**src/rtl/rows_resize_ctrl.sv**
```systemverilog
// Frame-geometry controller: shadowed row/line config applied at SOF, regenerated tuser/tlast,
// out-of-frame beat dropping, frame_done / sof_err / cfg_err pulses. All outputs registered, 1-cycle latency.
module rows_resize_ctrl #(
   parameter int          DATA_WIDTH = 8,
   parameter logic [11:0] DEF_ROWS   = 12'd3840,
   parameter logic [11:0] DEF_LINES  = 12'd2160
) (
   input  logic                  pixel_clk,
   input  logic                  rst,
   input  logic                  enable,
   input  logic                  cfg_wr,
   input  logic [11:0]           cfg_rows_size,
   input  logic [11:0]           cfg_lines,
   input  logic [DATA_WIDTH-1:0] s_axis_tdata,
   input  logic                  s_axis_tuser,
   input  logic                  s_axis_tvalid,
   output logic [DATA_WIDTH-1:0] m_axis_tdata,
   output logic                  m_axis_tuser,
   output logic                  m_axis_tlast,
   output logic                  m_axis_tvalid,
   output logic [11:0]           active_rows,
   output logic [11:0]           active_lines,
   output logic                  cfg_pending,
   output logic                  cfg_err,
   output logic                  frame_done,
   output logic                  sof_err
);

   typedef enum logic {IDLE, RUN} state_t;

   state_t                state_q, state_d;
   logic [11:0]           pix_cnt_q, pix_cnt_d;
   logic [11:0]           line_cnt_q, line_cnt_d;
   logic [11:0]           shadow_rows_q, shadow_rows_d;
   logic [11:0]           shadow_lines_q, shadow_lines_d;
   logic [11:0]           active_rows_q, active_rows_d;
   logic [11:0]           active_lines_q, active_lines_d;
   logic                  cfg_pending_q, cfg_pending_d;
   logic                  cfg_err_q, cfg_err_d;
   logic                  frame_done_q, frame_done_d;
   logic                  sof_err_q, sof_err_d;
   logic [DATA_WIDTH-1:0] tdata_q, tdata_d;
   logic                  tuser_q, tuser_d;
   logic                  tlast_q, tlast_d;
   logic                  tvalid_q, tvalid_d;
   logic                  start;
   logic                  line_end;

   always_comb begin
      state_d        = state_q;
      pix_cnt_d      = pix_cnt_q;
      line_cnt_d     = line_cnt_q;
      shadow_rows_d  = shadow_rows_q;
      shadow_lines_d = shadow_lines_q;
      active_rows_d  = active_rows_q;
      active_lines_d = active_lines_q;
      cfg_pending_d  = cfg_pending_q;
      cfg_err_d      = 1'b0;
      frame_done_d   = 1'b0;
      sof_err_d      = 1'b0;
      tdata_d        = tdata_q;
      tuser_d        = 1'b0;
      tlast_d        = 1'b0;
      tvalid_d       = 1'b0;
      start          = 1'b0;
      line_end       = (pix_cnt_q == active_rows_q - 12'd1);

      case (state_q)
         IDLE: begin
            if (s_axis_tvalid && s_axis_tuser && enable) start = 1'b1;
         end
         RUN: begin
            if (s_axis_tvalid) begin
               if (s_axis_tuser) begin
                  if (pix_cnt_q != 12'd0 || line_cnt_q != 12'd0) sof_err_d = 1'b1;
                  if (enable) begin
                     start = 1'b1;
                  end else begin
                     state_d    = IDLE;
                     pix_cnt_d  = 12'd0;
                     line_cnt_d = 12'd0;
                  end
               end else begin
                  tvalid_d = 1'b1;
                  tdata_d  = s_axis_tdata;
                  tlast_d  = line_end;
                  if (line_end) begin
                     pix_cnt_d = 12'd0;
                     if (line_cnt_q == active_lines_q - 12'd1) begin
                        frame_done_d = 1'b1;
                        state_d      = IDLE;
                        line_cnt_d   = 12'd0;
                     end else begin
                        line_cnt_d = line_cnt_q + 12'd1;
                     end
                  end else begin
                     pix_cnt_d = pix_cnt_q + 12'd1;
                  end
               end
            end
         end
         default: state_d = IDLE;
      endcase

      // The SOF beat is position 0 and is emitted here; rows>=2 means it can never be a line end.
      if (start) begin
         state_d        = RUN;
         active_rows_d  = shadow_rows_q;
         active_lines_d = shadow_lines_q;
         cfg_pending_d  = 1'b0;
         pix_cnt_d      = 12'd1;
         line_cnt_d     = 12'd0;
         tvalid_d       = 1'b1;
         tuser_d        = 1'b1;
         tdata_d        = s_axis_tdata;
      end

      // Evaluated after the SOF load so a same-cycle write stays pending for the next frame.
      if (cfg_wr) begin
         if (cfg_rows_size >= 12'd2 && cfg_lines >= 12'd1) begin
            shadow_rows_d  = cfg_rows_size;
            shadow_lines_d = cfg_lines;
            cfg_pending_d  = 1'b1;
         end else begin
            cfg_err_d = 1'b1;
         end
      end
   end

   always_ff @(posedge pixel_clk) begin
      if (rst) begin
         state_q        <= IDLE;
         pix_cnt_q      <= 12'd0;
         line_cnt_q     <= 12'd0;
         shadow_rows_q  <= DEF_ROWS;
         shadow_lines_q <= DEF_LINES;
         active_rows_q  <= DEF_ROWS;
         active_lines_q <= DEF_LINES;
         cfg_pending_q  <= 1'b0;
         cfg_err_q      <= 1'b0;
         frame_done_q   <= 1'b0;
         sof_err_q      <= 1'b0;
         tdata_q        <= '0;
         tuser_q        <= 1'b0;
         tlast_q        <= 1'b0;
         tvalid_q       <= 1'b0;
      end else begin
         state_q        <= state_d;
         pix_cnt_q      <= pix_cnt_d;
         line_cnt_q     <= line_cnt_d;
         shadow_rows_q  <= shadow_rows_d;
         shadow_lines_q <= shadow_lines_d;
         active_rows_q  <= active_rows_d;
         active_lines_q <= active_lines_d;
         cfg_pending_q  <= cfg_pending_d;
         cfg_err_q      <= cfg_err_d;
         frame_done_q   <= frame_done_d;
         sof_err_q      <= sof_err_d;
         tdata_q        <= tdata_d;
         tuser_q        <= tuser_d;
         tlast_q        <= tlast_d;
         tvalid_q       <= tvalid_d;
      end
   end

   assign m_axis_tdata  = tdata_q;
   assign m_axis_tuser  = tuser_q;
   assign m_axis_tlast  = tlast_q;
   assign m_axis_tvalid = tvalid_q;
   assign active_rows   = active_rows_q;
   assign active_lines  = active_lines_q;
   assign cfg_pending   = cfg_pending_q;
   assign cfg_err       = cfg_err_q;
   assign frame_done    = frame_done_q;
   assign sof_err       = sof_err_q;

endmodule

```
**config.mk**
```make
export PLATFORM = sky130hd
export DESIGN_NAME = rows_resize_ctrl
export DESIGN_NICKNAME = d
export VERILOG_FILES = /design/src/rtl/rows_resize_ctrl.sv
export SDC_FILE = /design/constraint.sdc
export NUM_CORES = 1
export LEC_CHECK = 0
export BUFFER_PORTS_ARGS = -buffer_cell sky130_fd_sc_hd__buf_2
export CORE_MARGIN = 10
export CORE_UTILIZATION = 50
export DETAILED_ROUTE_END_ITERATION = 6
export PLACE_DENSITY = 0.81
export REMOVE_ABC_BUFFERS = 1
export SKIP_CTS_REPAIR_TIMING = 1
export SLEW_MARGIN = 5
export SYNTH_ARGS = -nofsm -noshare
export SYNTH_HDL_FRONTEND = slang
export SYNTH_SLANG_ARGS = --single-unit
```
**constraint.sdc**
```tcl
create_clock -name pixel_clk -period 7.7 [get_ports pixel_clk]
set_input_delay 2.31 -clock pixel_clk [delete_from_list [all_inputs] [get_ports pixel_clk]]
set_output_delay 2.31 -clock pixel_clk [all_outputs]
set_load 0.05 [all_outputs]
```
==> reports/metrics.cfg <==
[status]
status = finished clean

[floorplan]
core-area_um2 = 8680
io_pins = 77
dieArea_um2 = 13000
die_x_um = 114
rows = 34
start_util_pct = 50.9
die_y_um = 114

[detailed_routing]
first_pass_iters = 5
vias_per_cell = 5.81
drc_errors = 0
detail_route.iter0.violations = 210
wl_per_cell_um = 16.1
drtAntennaViolNets = 0
drt-total-wl_mm = 11.2
vias = 4046

[setup_path]
reg2reg_depth = 11
criticalPathCategory = in2reg
cp-end-kind = flop
worst-r2r-setup-slack_ps = 4550
reg2reg_from = active_lines[0]$_SDFFE_PP0P_
arrival_ps = 4630
cp-start-kind = input port
cp-startpoint = s_axis_tvalid
reg2reg_to = line_cnt_q[9]$_SDFFE_PP0P_
crit_end = pix_cnt_q[5]$_SDFFE_PP0P_
worst_ep_required_time_ps = 8010
cp_max_fo = 26

[clock_network]
cts_tree = done
path_clk_slew_ps = 90
insertion_delay_ps = 370
cts-root-buf = clkbuf_8
cts_buffer_depth = 2
cts_buffers = 9
cts_sinks = 88
htreeDepth = 3

[timing]
hold_viol_final = 0
fin_crit_sh_pct = 56.1
fin_crit_ps = 4320
max_freq_mhz = 232
slew_headroom_pct = 21.3
worst_slack_ps = 3380
rsz0062_at_grt = no
worstMarginPinSlew_ps = 1180
finalSetupViolCount = 0
setup-tns-final_ps = 0
finalMaxSlewViolations = 0
skew_ps = 13.9

[synth]
synth_simple_gate_area_share_pct = 27.8
yosysUniqueCellTypes = 61
synth_top_family_by_area = simple AND/OR/NAND/NOR gates
synthAdderAreaFrac_pct = 1.70
synth_area_um2 = 4420
synth_edf_count = 0
ys_warn_count = 0
yosysSeqAreaShare_pct = 39.9
synthMuxAreaShare_pct = 5.44
avgSynthCellArea_um2 = 8.45
synth_compound_area_share_pct = 14.0
synthXorXnorAreaFrac_pct = 6.71
synth-seq-cells = 88
synthFlopType = dfxtp_1
netlist_instances = 523
ys_async_sr_fraction_pct = 0

[place]
placed_cell_area_um2 = 4820
place_ws_ps = 3050
port_buffers = 76
dp_hpwl_mm = 8.26
gp_congestion = 0.856

[layout]
final_net_count = 627
design_area_um2 = 5030
syn_to_final_growth_pct = 14.0
drive_above_1_share_pct = 18.7
antenna_cells_inserted = 0

[power]
seq_power_share_pct = 51.9
switchingPower_uw = 258
p_leak_nw = 2.16
combPwrFrac_pct = 11.6
vdd_drop_max_mv = 0.115
p_int_uw = 671
power_density_nw_per_um2 = 185
p_sw_share_pct = 27.8
clockPowerShare_pct = 36.5

[flow_run]
maxCapViolations = 0

[global_routing]
grt_pass1_wl_mm = 18.9
antenna_found_initial = 0
grt_pass1_vias = 3979
grt.total_usage_pct = 17.3
grt_overflow = 0
grt_max_degree = 71

[min_path]
hp-class = reg2reg

## logic make-up (layout without fill, tap and decap cells)
family          count (synthesis)  after routing
compound gates                 90             90
xor+xnor                       33             33
fa+ha+maj                       6              6
buf+inv                        47            112
flops                          88             88
mux                            24             24
simple gates                  235            235
## cell usage in the layout (no fill, tap or decap), types with 3 or more instances in the layout
cell type	n
a211o_1	9
a21o_1	7
a21oi_1	27
a31oi_1	3
and3_1	16
buf_2	76
buf_4	3
clkbuf_8	10
dfxtp_1	88
ha_1	6
inv_1	17
inv_6	3
mux2i_1	24
nand2_1	63
nand2b_1	4
nand3_1	19
nand3b_1	12
nand4_1	5
nor2_1	53
nor2b_1	5
nor3_1	9
nor3b_1	8
nor4_1	17
nor4b_1	3
o211ai_1	4
o21ai_0	9
o21ai_1	6
o31ai_1	4
or3_1	3
or4_1	3
or4_4	3
xnor2_1	23
xor2_1	9
## critical path, cell delays in order
cell     delay [ps]
buf_2           150
and3_1          500
nor2_1          670
nand4_2         490
nor4_1          390
a21o_1          110
## Yosys cell counts, drive strengths merged, types with 2 or more instances
master / n / area share [%]
nand2: 63 / 5.4
xnor2: 24 / 4.9
mux2i: 24 / 5.4
a21oi: 27 / 3.1
a41oi: 2 / 0.40
xor2: 9 / 1.8
a31oi: 5 / 1.2
and3: 17 / 2.4
nand2b: 4 / 0.57
a21o: 7 / 1.2
o31ai: 4 / 0.68
nor4b: 3 / 0.60
nor2b: 5 / 0.71
nand3: 19 / 2.2
inv: 17 / 1.4
a211o: 9 / 1.8
dfxtp: 88 / 40
a211oi: 2 / 0.34
buf: 7 / 1.0
ha: 6 / 1.7
or3: 3 / 0.42
nor2: 53 / 4.5
nor3: 11 / 1.6
nor3b: 8 / 1.4
clkbuf: 23 / 2.0
a311oi: 2 / 0.40
a221oi: 2 / 0.40
or2: 3 / 0.42
nand3b: 12 / 2.0
or4: 6 / 1.3
o211ai: 4 / 0.68
o21ai: 17 / 2.1
nor4: 18 / 2.7
nand4: 6 / 0.99
## power by group through the flow
stage / sequential, mW / combinational (mW) / clock [mW]
floorplan: 0.510 / 0.0513 / 0
global placement: 0.492 / 0.104 / 0
detailed placement: 0.493 / 0.108 / 0
CTS: 0.482 / 0.108 / 0.345
global route: 0.485 / 0.118 / 0.365
finish: 0.482 / 0.108 / 0.339
## routing by layer
metal,vias to the layer above,track usage (%),routed length [um]
li1,1975,-,-
met1,1929,19.8,4710
met2,121,29.6,5580
met3,21,5.09,708
met4,0,6.43,237
met5,-,0,0
## through the flow
stage,util [%],power [mW],hold slack (ps),cells
2_1_floorplan,-,0.561,425,493
3_3_place_gp,55.6,0.596,441,680
3_5_place_dp,55.6,0.600,448,680
4_1_cts,58.0,0.935,461,696
5_1_grt,58.0,0.968,473,696
6_report,58.0,0.929,458,696
## state kept, by name, summed over array words and instances, names as in the netlist, 8 cells and up
| name | count |
|---|---|
| shadow_rows_q | 12 |
| shadow_lines_q | 12 |
| pix_cnt_q | 12 |
| line_cnt_q | 12 |
| active_lines | 12 |
| active_rows | 12 |
| m_axis_tdata | 8 |
## area by class of cell
class | instances | area (um2)
sequential | 88 | 1760
multi-input combinational | 388 | 2460
tap | 108 | 135
clock inverter | 6 | 72.6
timing repair buffer | 79 | 403
fill | 818 | 3640
inverter | 17 | 63.8
clock buffer | 10 | 138
## how the worst min path moves through the flow
stage	endpoint	start	slack, ps	cells past startpoint
global route	active_rows[1]$_SDFFE_PP0P_	shadow_rows_q[1]$_SDFFE_PP0P_	470	2
global placement	cfg_pending$_SDFF_PP0_	cfg_pending$_SDFF_PP0_	440	2
floorplan	active_lines[0]$_SDFFE_PP0P_	shadow_lines_q[0]$_SDFFE_PP0P_	430	2
CTS	cfg_pending$_SDFF_PP0_	cfg_pending$_SDFF_PP0_	460	2
detailed placement	active_rows[1]$_SDFFE_PP0P_	shadow_rows_q[1]$_SDFFE_PP0P_	450	2
finish	cfg_pending$_SDFF_PP0_	cfg_pending$_SDFF_PP0_	460	2
Power figures use the tool's default switching activity.
